==> src/rtl/regfile32_if.sv <==
// Operand/writeback bundle between the MIPS datapath and regfile32.
// The master drives the write and read addresses, and the slave returns both operands.
interface regfile32_if #(
    parameter int WIDTH  = 32,
    parameter int ADDR_W = 5
);
    logic              write_en;
    logic [ADDR_W-1:0] write_addr;
    logic [WIDTH-1:0]  write_data;
    logic [ADDR_W-1:0] read_addr1;
    logic [ADDR_W-1:0] read_addr2;
    logic [WIDTH-1:0]  read_data1;
    logic [WIDTH-1:0]  read_data2;

    modport master (
        output write_en, write_addr, write_data, read_addr1, read_addr2,
        input  read_data1, read_data2
    );

    modport slave (
        input  write_en, write_addr, write_data, read_addr1, read_addr2,
        output read_data1, read_data2
    );
endinterface

==> src/rtl/regfile32.sv <==
// 32 x 32-bit MIPS register file: two combinational reads, one clocked write, and $zero hardwired.
// Optional macro REGFILE_WRITE_BYPASS_EN forwards a same-cycle write to the read ports.
module regfile32 #(
    parameter int WIDTH  = 32,
    parameter int ADDR_W = 5
) (
    input  logic       clk,
    input  logic       reset,
    regfile32_if.slave rf
);
    localparam int NREG = 2 ** ADDR_W;

    // Register 0 has no storage; address 0 matches no row, so both reads return 0.
    logic [WIDTH-1:0] regs_q [1:NREG-1];
    logic [WIDTH-1:0] regs_d [1:NREG-1];
    wire  [NREG-1:1]  we;
    logic [WIDTH-1:0] rd1;
    logic [WIDTH-1:0] rd2;

    genvar g;
    generate
        for (g = 1; g < NREG; g++) begin : g_we
            wire hit;
            assign hit = (rf.write_addr == ADDR_W'(g));
            and u_we (we[g], rf.write_en, hit);
        end
    endgenerate

    always_comb begin
        for (int i = 1; i < NREG; i++) begin
            regs_d[i] = regs_q[i];
            if (we[i]) begin
                regs_d[i] = rf.write_data;
            end
        end
    end

    always_ff @(posedge clk or posedge reset) begin
        if (reset) begin
            for (int i = 1; i < NREG; i++) begin
                regs_q[i] <= '0;
            end
        end else begin
            for (int i = 1; i < NREG; i++) begin
                regs_q[i] <= regs_d[i];
            end
        end
    end

    // AND-OR read muxes: each row is gated by its address match.
    always_comb begin
        rd1 = '0;
        rd2 = '0;
        for (int i = 1; i < NREG; i++) begin
            rd1 = rd1 | (regs_q[i] & {WIDTH{rf.read_addr1 == ADDR_W'(i)}});
            rd2 = rd2 | (regs_q[i] & {WIDTH{rf.read_addr2 == ADDR_W'(i)}});
        end
    end

`ifdef REGFILE_WRITE_BYPASS_EN
    logic byp1;
    logic byp2;

    always_comb begin
        byp1 = rf.write_en && !reset && (rf.write_addr != '0) && (rf.read_addr1 == rf.write_addr);
        byp2 = rf.write_en && !reset && (rf.write_addr != '0) && (rf.read_addr2 == rf.write_addr);
    end

    assign rf.read_data1 = byp1 ? rf.write_data : rd1;
    assign rf.read_data2 = byp2 ? rf.write_data : rd2;
`else
    assign rf.read_data1 = rd1;
    assign rf.read_data2 = rd2;
`endif

endmodule

==> src/flat_wrapper.sv <==
// flat-port wrapper written by rule: the top's interface ports become plain ports
module regfile32_flat 
#(
    parameter int WIDTH  = 32,
    parameter int ADDR_W = 5
)
  (clk, reset, rf_write_en, rf_write_addr, rf_write_data, rf_read_addr1, rf_read_addr2, rf_read_data1, rf_read_data2);
  regfile32_if #(.WIDTH(WIDTH), .ADDR_W(ADDR_W)) rf_i ();
  input  logic clk;
  input  logic reset;
  input wire logic [$bits(rf_i.write_en)-1:0] rf_write_en;
  input wire logic [$bits(rf_i.write_addr)-1:0] rf_write_addr;
  input wire logic [$bits(rf_i.write_data)-1:0] rf_write_data;
  input wire logic [$bits(rf_i.read_addr1)-1:0] rf_read_addr1;
  input wire logic [$bits(rf_i.read_addr2)-1:0] rf_read_addr2;
  output wire logic [$bits(rf_i.read_data1)-1:0] rf_read_data1;
  output wire logic [$bits(rf_i.read_data2)-1:0] rf_read_data2;
  assign rf_i.write_en = rf_write_en;
  assign rf_i.write_addr = rf_write_addr;
  assign rf_i.write_data = rf_write_data;
  assign rf_i.read_addr1 = rf_read_addr1;
  assign rf_i.read_addr2 = rf_read_addr2;
  assign rf_read_data1 = rf_i.read_data1;
  assign rf_read_data2 = rf_i.read_data2;
  regfile32 #(.WIDTH(WIDTH), .ADDR_W(ADDR_W)) u_core (.clk(clk), .reset(reset), .rf(rf_i));
endmodule
==> config.mk <==
export PLATFORM = sky130hd
export DESIGN_NAME = regfile32_flat
export DESIGN_NICKNAME = d
export VERILOG_FILES = /design/src/rtl/regfile32_if.sv /design/src/rtl/regfile32.sv /design/src/flat_wrapper.sv
export SDC_FILE = /design/constraint.sdc
export NUM_CORES = 2
export LEC_CHECK = 0
export ABC_CLOCK_PERIOD_IN_PS = 26000
export BUFFER_PORTS_ARGS = -buffer_cell sky130_fd_sc_hd__buf_4
export CORE_UTILIZATION = 40
export CTS_BUF_LIST = sky130_fd_sc_hd__clkbuf_8
export DETAILED_ROUTE_END_ITERATION = 8
export GPL_ROUTABILITY_DRIVEN = 1
export GPL_TIMING_DRIVEN = 0
export PLACE_DENSITY = 0.53
export SYNTH_ARGS = -nofsm -noshare
export SYNTH_HDL_FRONTEND = slang
export SYNTH_SLANG_ARGS = --single-unit
==> constraint.sdc <==
create_clock -name clk -period 26 [get_ports clk]
set_input_delay 0 -clock clk [delete_from_list [all_inputs] [get_ports clk]]
set_output_delay 0 -clock clk [all_outputs]
set_load 0.01 [all_outputs]
# Word-level counts from Yosys, hierarchy flattened
# Index checks and enable logic that the tools add are counted.
# W data, S select, Z words.
[classes] eq_ne=93 bitwise=153
[ops] operator="$and A32 B32 Y32" count=62
[ops] operator="$or A32 B32 Y32" count=60
[ops] operator="$eq A5 B5 Y1 const B" count=48
[ops] operator="$eq A5 B4 Y1 const B" count=24
[ops] operator="$eq A5 B3 Y1 const B" count=12
[ops] operator="$and A1 B1 Y1" count=31
[ops] operator="$eq A5 B2 Y1 const B" count=6
[ops] operator="$eq A5 B1 Y1 const B" count=3
[word_totals] out_inout_bits=64 regBits=992

# Logic depth before layout (Yosys ltp)
[depth] depth_word=32 ltp_mapped=10

# Worst setup path before layout
# Ideal clock, no wire load.
[synth_timing] path_kind="in2out" start="input rf_read_addr2[1]" end="output rf_read_data2[13]" stages=8 arrival_ns=1.772 setup_slack_ns=24.228 required_ns=26.000 cell_sequence="buf_2 -> and2_1 -> buf_2 -> and2_4 -> buf_2 -> a2111oi_0 -> nand3_1 -> or4_1"
[synth_via] elab_chain_len=32 elab_cells_between_ends=92 classes_between="31 x eq/ne; 61 x bitwise"
[synth_lines] item="from (decl)" line_no="flat_wrapper.sv:15" rtl="input wire logic [$bits(rf_i.read_addr2)-1:0] rf_read_addr2;"
[synth_lines] item="$eq A5 B1 Y1 / $eq A5 B2 Y1 (equally long branches)" line_no="regfile32.sv:56" rtl="rd2 = rd2 | (regs_q[i] & {WIDTH{rf.read_addr2 == ADDR_W'(i)}});"
[synth_lines] item="$and A32 B32 Y32" line_no="regfile32.sv:56"
[synth_lines] item="$or A32 B32 Y32 (29 in series)" line_no="regfile32.sv:56"
[synth_lines] item="$or A32 B32 Y32 *" line_no="regfile32.sv:56"
[synth_lines] item="to (decl)" line_no="flat_wrapper.sv:17" rtl="output wire logic [$bits(rf_i.read_data2)-1:0] rf_read_data2;"
# Mark *: on every way between the ends. The rest lies on a longest branch, timed or not.

# Worst setup path in the final report
[layout_timing] start="input rf_read_addr1[3]" end="output rf_read_data1[20]"
[layout_via] elab_chain_len=32 elab_cells_between_ends=92 classes_between="31 x eq/ne; 61 x bitwise"
[layout_lines] item="from (decl)" line_no="flat_wrapper.sv:14" rtl="input wire logic [$bits(rf_i.read_addr1)-1:0] rf_read_addr1;"
[layout_lines] item="$eq A5 B1 Y1 / $eq A5 B2 Y1 (equally long branches)" line_no="regfile32.sv:55" rtl="rd1 = rd1 | (regs_q[i] & {WIDTH{rf.read_addr1 == ADDR_W'(i)}});"
[layout_lines] item="$and A32 B32 Y32" line_no="regfile32.sv:55"
[layout_lines] item="$or A32 B32 Y32 (29 in series)" line_no="regfile32.sv:55"
[layout_lines] item="$or A32 B32 Y32 *" line_no="regfile32.sv:55"
[layout_lines] item="to (decl)" line_no="flat_wrapper.sv:16" rtl="output wire logic [$bits(rf_i.read_data1)-1:0] rf_read_data1;"
# Marked as above.

==> run summary <==
Final Skew - 0 ns
Kind of critical path - in2out
CP startpoint kind - input pin
Syn Std Cell Area - 50,470 sq um
Reg clk slew, reported paths - 0.07 ns
Worst-Margin Slew - 1.879 ns
Final WL - 349.5 mm
CTS tree - built
DRC - 29
Area Growth Syn to Fin - 17.10%
Yosys warns - 0
Final Slew Violations - 757
Power density cells - 75.12 nW/um^2
Max Freq - 217.2 MHz
Tcrit/Tclk final - 0.1771
Register area share after synthesis - 0.4919
Fillers - 11,770
Port buffer count - 112
Area of the core - 124,400 sq um
Hold Violations, Final - 0
Via density - 7.735
Syn_area_per_cell - 11.82 sq um
Crit path required time - 26.00 ns
Setup tns final - 0 ns
Syn Nets - 4,321
Slew margin rel. - -0.2525
Yosys reg bits - 992
Post-CTS sizing - 0
Num CTS Buffers - 180
IO Pins - 114
Gpl congestion - 1.060
Number of synthesized flops with an enable pin - 0
LEAKAGE - 27.36 nW
Biggest regs - u_core.regs_q x992
Total Die Area - 127,600 sq um
# clock sinks - 992
Max cap viols - 74
Crit. End Element - output port
Yosys top cell by area - dfrtp_1
Layout cells sized above 1 - 0.3419
Peak VDD IR - 0.00005898 V
H-tree levels - 4
Mapped Cells - 4,271
Top-count cell post-synth - dfrtp_1
Largest net degree at the start of global routing - 42
Ranking of synthesized cells by area - dfrtp_1 49%, mux2_2 22%, a22oi_1 7.2%
Initial core utilization - 0.4055
Worst slack, placed - 21.46 ns
Die outline height - 357.2 microns
Post-synth top area share - 0.4919
1st-iter DRT viols - 9,830
Cell variety after synth - 54
Failing checks - design-rule violations, max-capacitance violations, max-slew violations
Hpwl dp - 223.1 mm
Largest register FFs - 992
Initial antenna violation count - 70
Hold Crit Class - in2async
Largest Register - u_core.regs_q
GRT Resource Usage Total - 0.5406
Final setup fails - 0
Result of the run - complete, but fails checks
Vias in the first global route - 45,920
Clock Tree Buf Depth - 3
Row count - 129
Global route overflow - 0
DRT Pass-1 Iters - 9
Commonest cells post-synth - 992 x dfrtp_1, 988 x mux2_2, 485 x a22oi_1, 402 x and3_1, 366 x clkbuf_1
Top FF cell, synth - dfrtp_1
Crit path time final - 4.604 ns
Clock Latency Late Sink - 0.94 ns
Nets - 4,744
Unrepaired setup endpoints after global routing - no
Routed len/inst - 53.33 microns
FFs w/ async S/R, synth - 1.000
Critical Path Fanout Max - 10
First-pass GRT wire length - 448.7 mm
Post-route ant nets - 0
Clock root buffer - clkbuf_8
Arrival time at the worst endpoint - 4.60 ns
Worst setup margin - 21.40 ns
DIE WIDTH - 357.2 microns
Routed vias - 50,690
==> area by class of cell <==
cell class | count | area, sq um | share of cell area
Sequential cell | 992 | 24820 | 0.4201
Multi-Input combinational cell | 2786 | 23650 | 0.4003
Clock buffer | 227 | 3124 | 0.05287
Timing Repair Buffer | 241 | 2539 | 0.04296
Buffer | 491 | 2200 | 0.03722
Tap cell | 1637 | 2048 | 0.03466
Clock inverter | 73 | 432.9 | 0.007326
Antenna cell | 105 | 262.8 | 0.004446
Inverter | 2 | 11.26 | 0.0001906
==> report_power, final <==
group          switching (mW)  total (mW)  internal, mW
Sequential              0.319        2.17          1.85
Clock                   0.751        1.55         0.800
Combinational           0.389       0.722         0.333
==> path summary, 6_finish.rpt <==
check                                    from            endpoint  slack (ns)  cells past startpoint
max                          rf_read_addr1[3]   rf_read_data1[20]       21.40                     11
max in group asynchronous               reset  u_core.regs_q[108]       23.61                     11
min reg2reg                 u_core.regs_q[77]   u_core.regs_q[77]        0.52                      1
min in group clk             rf_write_data[7]  u_core.regs_q[935]        0.25                      4
min                                     reset  u_core.regs_q[830]        0.22                      4
max reg2reg                u_core.regs_q[797]  u_core.regs_q[797]       24.62                      2
==> placed cells by master, fill, tap and decap left out, drive strengths merged, types with 5 or more instances in the layout <==
cell type    instances
clkinv              18
nand4              120
nor2                20
clkbuf             597
nand2b               6
inv                 52
dfrtp              992
nand3              205
nor2b               11
and3b                6
dlygate4sd3         80
buf                282
mux2               996
a221oi               5
a22oi              485
nand3b               6
diode              105
and2                53
and3               403
a2111oi            132
nor3                 8
a32oi              154
a22o                 7
a222oi               6
nand2               55
or4                 61
nor3b                9
nor4                 6
==> worst max-delay path, cell delays in order <==
cell,delay [ns]
buf_4,0.12
buf_4,0.20
nor3b_1,0.28
clkbuf_1,0.95
and2_1,0.27
clkbuf_1,1.08
buf_2,0.82
a22oi_1,0.22
nand4_1,0.14
or4_1,0.26
buf_4,0.17
==> kinds of logic after synthesis <==
kind of cell | Yosys count | synth area share
AOI/OAI and AO/OA | 807 | 0.1293
buffers and inverters | 493 | 0.04034
DFF | 992 | 0.4919
muxes | 1000 | 0.2233
and+or+nand+nor | 979 | 0.1152
==> routing by layer <==
layer  track usage  vias to the layer above  share of wire
li1              -                    17610              -
met1        0.6603                    25940           0.37
met2        0.6933                     5479           0.38
met3        0.3085                     1630           0.16
met4        0.4026                       34          0.091
met5       0.01926                        -         0.0013
==> through the flow <==
stage               power (mW)  cells    util  instance area [sq um]  hold slack [ns]
floorplan                2.454   4271       -                  50470           0.1517
global placement         2.814   6020  0.4288                  53360           0.2572
detailed placement       2.837   6063  0.4368                  54360          0.05645
CTS                      4.360   6443  0.4718                  58710           0.2053
global route             4.519   6475  0.4733                  58900           0.2898
finish                   4.439   6554  0.4749                  59100           0.2217
==> what timing repair did <==
action,in CTS,in global routing
hold endpoints to repair,1266,0
hold buffers,80,0
setup buffers,0,0
Power figures use the tool's default switching activity.
